File: src/rtl/pipe_pkg.sv
// pipe_pkg: shared constants and state encoding for the pipeline stage register
package pipe_pkg;
    localparam logic [31:0] NOP_INSTR   = 32'b0;
    localparam logic [31:0] PC_RST_DFLT = 32'h3008;
    typedef enum logic [1:0] {EMPTY, ONE, FULL} state_e;
endpackage

File: src/rtl/pipe_slot.sv
// pipe_slot: instr/pc8/data holding register with load and clear-to-bubble (clear wins)
module pipe_slot import pipe_pkg::*; #(
    parameter int          DATA_W = 64,
    parameter logic [31:0] PC_RST = PC_RST_DFLT
) (
    input  logic              clk,
    input  logic              load_i,
    input  logic              clear_i,
    input  logic [31:0]       instr_i,
    input  logic [31:0]       pc8_i,
    input  logic [DATA_W-1:0] data_i,
    output logic [31:0]       instr_o,
    output logic [31:0]       pc8_o,
    output logic [DATA_W-1:0] data_o
);
    logic [31:0]       instr_q, instr_d, pc8_q, pc8_d;
    logic [DATA_W-1:0] data_q, data_d;
    always_comb begin
        instr_d = clear_i ? NOP_INSTR : load_i ? instr_i : instr_q;
        pc8_d   = clear_i ? PC_RST    : load_i ? pc8_i   : pc8_q;
        data_d  = clear_i ? '0        : load_i ? data_i  : data_q;
    end
    always_ff @(posedge clk) begin
        instr_q <= instr_d;
        pc8_q   <= pc8_d;
        data_q  <= data_d;
    end
    assign instr_o = instr_q;
    assign pc8_o   = pc8_q;
    assign data_o  = data_q;
endmodule

File: src/rtl/pipe_stage.sv
// pipe_stage: valid/ready pipeline register with 2-entry skid; PIPE_STAGE_STAT_EN builds stall/bubble counters
module pipe_stage import pipe_pkg::*; #(
    parameter int          DATA_W = 64,
    parameter logic [31:0] PC_RST = PC_RST_DFLT,
    parameter int          CNT_W  = 32
) (
    input  logic              clk,
    input  logic              reset,
    input  logic              flush,
    input  logic              in_valid,
    output logic              in_ready,
    input  logic [31:0]       in_instr,
    input  logic [31:0]       in_pc8,
    input  logic [DATA_W-1:0] in_data,
    output logic              out_valid,
    input  logic              out_ready,
    output logic [31:0]       out_instr,
    output logic [31:0]       out_pc8,
    output logic [DATA_W-1:0] out_data,
    output logic [CNT_W-1:0]  stat_stall,
    output logic [CNT_W-1:0]  stat_bubble
);
    state_e            state_q, state_d;
    logic              acc, rel, kill, main_load, main_clr, skid_load, skid_clr, main_from_skid;
    logic [31:0]       skid_instr, skid_pc8, main_instr_d, main_pc8_d;
    logic [DATA_W-1:0] skid_data, main_data_d;
    assign in_ready  = state_q != FULL;
    assign out_valid = state_q != EMPTY;
    always_comb begin
        acc            = in_valid && in_ready;
        rel            = out_valid && out_ready;
        kill           = reset || flush;
        main_from_skid = state_q == FULL;
        main_load      = (state_q == EMPTY && acc) || (state_q == ONE && acc && rel) || (state_q == FULL && rel);
        main_clr       = kill || (state_q == ONE && rel && !acc);
        skid_load      = state_q == ONE && acc && !rel;
        skid_clr       = kill || (state_q == FULL && rel);
        main_instr_d   = main_from_skid ? skid_instr : in_instr;
        main_pc8_d     = main_from_skid ? skid_pc8   : in_pc8;
        main_data_d    = main_from_skid ? skid_data  : in_data;
        state_d        = kill ? EMPTY :
                         state_q == EMPTY ? (acc ? ONE : EMPTY) :
                         state_q == ONE   ? ((acc && !rel) ? FULL : (rel && !acc) ? EMPTY : ONE) :
                         (rel ? ONE : FULL);
    end
    always_ff @(posedge clk) begin
        if (reset) state_q <= EMPTY;
        else       state_q <= state_d;
    end
    pipe_slot #(.DATA_W(DATA_W), .PC_RST(PC_RST)) u_main (
        .clk(clk), .load_i(main_load), .clear_i(main_clr),
        .instr_i(main_instr_d), .pc8_i(main_pc8_d), .data_i(main_data_d),
        .instr_o(out_instr), .pc8_o(out_pc8), .data_o(out_data)
    );
    pipe_slot #(.DATA_W(DATA_W), .PC_RST(PC_RST)) u_skid (
        .clk(clk), .load_i(skid_load), .clear_i(skid_clr),
        .instr_i(in_instr), .pc8_i(in_pc8), .data_i(in_data),
        .instr_o(skid_instr), .pc8_o(skid_pc8), .data_o(skid_data)
    );
`ifdef PIPE_STAGE_STAT_EN
    logic [CNT_W-1:0] stall_q, stall_d, bubble_q, bubble_d;
    always_comb begin
        stall_d  = stall_q  + CNT_W'(out_valid && !out_ready && !(&stall_q));
        bubble_d = bubble_q + CNT_W'(!out_valid && !(&bubble_q));
    end
    always_ff @(posedge clk) begin
        if (reset) begin
            stall_q  <= '0;
            bubble_q <= '0;
        end else begin
            stall_q  <= stall_d;
            bubble_q <= bubble_d;
        end
    end
    assign stat_stall  = stall_q;
    assign stat_bubble = bubble_q;
`else
    assign stat_stall  = '0;
    assign stat_bubble = '0;
`endif
endmodule

File: config.mk
export PLATFORM = sky130hd
export DESIGN_NAME = pipe_stage
export DESIGN_NICKNAME = d
export VERILOG_FILES = /design/src/rtl/pipe_pkg.sv /design/src/rtl/pipe_slot.sv /design/src/rtl/pipe_stage.sv
export SDC_FILE = /design/constraint.sdc
export NUM_CORES = 1
export LEC_CHECK = 0
export CAP_MARGIN = 20
export CORE_ASPECT_RATIO = 1.4
export CORE_MARGIN = 2
export CORE_UTILIZATION = 55
export DETAILED_ROUTE_END_ITERATION = 7
export DONT_BUFFER_PORTS = 1
export PLACE_DENSITY = 0.73
export SYNTH_ARGS = -nofsm -noshare
export SYNTH_HDL_FRONTEND = slang
export SYNTH_SLANG_ARGS = --single-unit
File: constraint.sdc
create_clock -name clk -period 1.6 [get_ports clk]
set_clock_uncertainty 0.1 [all_clocks]
set_input_delay 0 -clock clk [delete_from_list [all_inputs] [get_ports clk]]
set_output_delay 0 -clock clk [all_outputs]
set_load 0.01 [all_outputs]
==> metrics.csv <==
metric,value,unit
status,"complete, but fails checks",
failed_checks,"negative hold slack, negative setup slack",
io_pins,327,
route.detailed.drc,0,
total_power,15.3,mW
required,1.91,ns
syn_inst,1356,
antenna_left,0,
yosysWarnings,0,
place_ws,-0.0941,ns
whs,-0.530,ns
hold_violations,135,
fin_tns_setup,-21.09,ns
tightestPinTransition,0.635,ns
cts_root_buf,clkbuf_16,
crit_chain,nor2b_4 > a32o_4 > clkbuf_16 > nor2_1 > a311oi_1,
fin_ws,-0.193,ns
syn2layout_area_growth,35.6,%
rsz0062_at_grt,true,
drt_pass1_iterations,7,
routed-via-count,10800,
clock_path_buffers,3,
grt_pass1_wl,46600,µm
slowest_delay,0.37,ns
max-cap-violations,0,
critPathCaptureType,flop,
synthesis.area,0.0109,mm²
nNetsFinal,1629,
grt.total_usage,0.273,
die_x,123,µm
pwr_density_cell,1030,mW/mm²
timing.fmax,558,MHz
hpwl,16400,µm
clock_latency,0.52,ns
layout-drive-gt1-share,0.182,
crit_buf_inv,1,
critPathArrivalTime,2.11,ns
ir_drop,1.43,mV
clkTransAtPathRegs,0.07,ns
ys_seq_area_frac,0.474,
grt_start_max_net_pins,73,
setup_viol,257,
grt_antenna_before_repair,4,
io_buffer_count,0,
n_fill_cell,1190,
tritoncts,done,
leakage,5.50,nW
die_h,170,µm
fin_crit,1.79,ns
core-area,0.0193,mm²
die_area,0.0210,mm²
initial_utilization,0.564,
htree_num_levels,1,
fin_crit_sh,1.12,
numClockSinks,258,
final_cell_mix,"nand2_1 (492), dfxtp_1 (256), dlygate4sd3_1 (132)",
max-slew-margin-rel,0.574,
drt-vias-per-instance,6.13,
min_path_type,in2reg,
cts_buffers,25,
ys_ff_latch,258,
first_iter_violations,1004,
critPathLaunchType,flop,
grt_pass1_vias,9273,
gp_congestion,0.785,
synth_cell_types,30,
critical_path_class,reg2reg,
avgSynthCellArea,8.03,µm²
wl,39800,µm
drt-wirelength-per-cell,22.5,µm
ctsHoldBuffers,133,
grt_overflow,0,
critPathTopFamily,compound AO/OA/AOI/OAI gates,
reg2reg_slack,-0.19,ns
slew_violations,0,
rows,60,
final_common_cell,nand2_1,
cp_max_fo,7,
slowest_stage,dfxtp_2,
-- layout make-up --
cell class | count | area (µm²) | area share
clock inverter | 13 | 244 | 0.0165
clock buffer | 31 | 678 | 0.0459
multi-input combinational | 986 | 5260 | 0.356
sequential | 258 | 5170 | 0.350
inverter | 2 | 15.0 | 0.00102
timing repair buffer | 223 | 3080 | 0.208
antenna | 6 | 15.0 | 0.00102
tap | 248 | 310 | 0.0210
-- stage by stage --
step           std cells  hold WS, ns  utilization  instance area (µm²)
2_1_floorplan       1419      -0.0239            -                11100
3_3_place_gp        1523      -0.0115        0.563                10900
3_5_place_dp        1523      -0.0182        0.563                10900
4_1_cts             1709       -0.555        0.693                13400
5_1_grt             1765       -0.551        0.765                14800
6_report            1767       -0.530        0.765                14800
-- where the power goes --
group          leakage [nW]  internal (mW)  switching [mW]
Sequential             2.10           6.59           0.218
Combinational          2.95          0.790           0.961
Clock                 0.456           4.13            2.57
-- cells in the mapped netlist, drive strengths merged --
| cell type | count | share of area |
|---|---|---|
| nand2 | 513 | 0.18 |
| dfxtp | 258 | 0.47 |
| buf | 140 | 0.090 |
| nor2 | 130 | 0.045 |
| a311oi | 126 | 0.11 |
| a21oi | 125 | 0.075 |
| clkbuf | 38 | 0.013 |
| o21ai | 4 | 0.0018 |
| and3 | 3 | 0.0017 |
| nand3 | 3 | 0.0014 |
| inv | 2 | 0.00069 |
| nor3 | 2 | 0.00092 |
| a2111oi | 1 | 0.00080 |
| a211o | 1 | 0.00080 |
| a211oi | 1 | 0.00069 |
| a311o | 1 | 0.00092 |
| a32o | 1 | 0.0020 |
| conb | 1 | 0.00034 |
| mux2i | 1 | 0.00092 |
| nand2b | 1 | 0.00057 |
| nor2b | 1 | 0.00057 |
| o21a | 1 | 0.00069 |
| or2 | 1 | 0.00057 |
| or3 | 1 | 0.00057 |
-- cell families after synthesis --
| group | count (synthesis) | synth area share |
|---|---|---|
| multiplexers | 1 | 0.000919 |
| buffers and inverters | 180 | 0.104 |
| flip-flops | 258 | 0.474 |
| AO/OA/AOI/OAI | 261 | 0.192 |
| other | 1 | 0.000344 |
| AND/OR/NAND/NOR | 655 | 0.228 |
-- per-layer routing --
metal | wire [µm] | global-route usage | share of wire | vias to the layer above
met4 | 2470 | 0.114 | 0.062 | 0
li1 | - | - | - | 4725
met1 | 13900 | 0.315 | 0.35 | 5125
met3 | 4050 | 0.0657 | 0.10 | 204
met2 | 19400 | 0.478 | 0.49 | 769
met5 | 0 | 0 | 0 | -
-- what timing repair did --
action / in CTS / in global routing
pin swaps: 1 / 27
buffers inserted: 1 / 9
gates cloned: 8 / 44
gates resized for setup: 10 / 94
endpoints found under the setup margin: 255 / 258
endpoints found under the hold margin: 258 / 139
-- state kept, by name, summed over array words and instances (netlist names) --
register and count:
state_q 2, u_skid.pc8_o 32, u_main.data_o 64, u_main.instr_o 32, u_main.pc8_o 32, u_skid.data_o 64
u_skid.instr_o 32
-- final timing paths --
path | start | to | cells past startpoint
setup / recovery | state_q[1] | u_main.instr_o[1] | 5
setup reg to reg | state_q[1] | u_main.instr_o[1] | 5
hold / removal | out_ready | state_q[1] | 1
hold reg to reg | u_skid.data_o[16] | u_skid.data_o[16] | 2
Note: power is estimated with default switching activity, not from simulation.
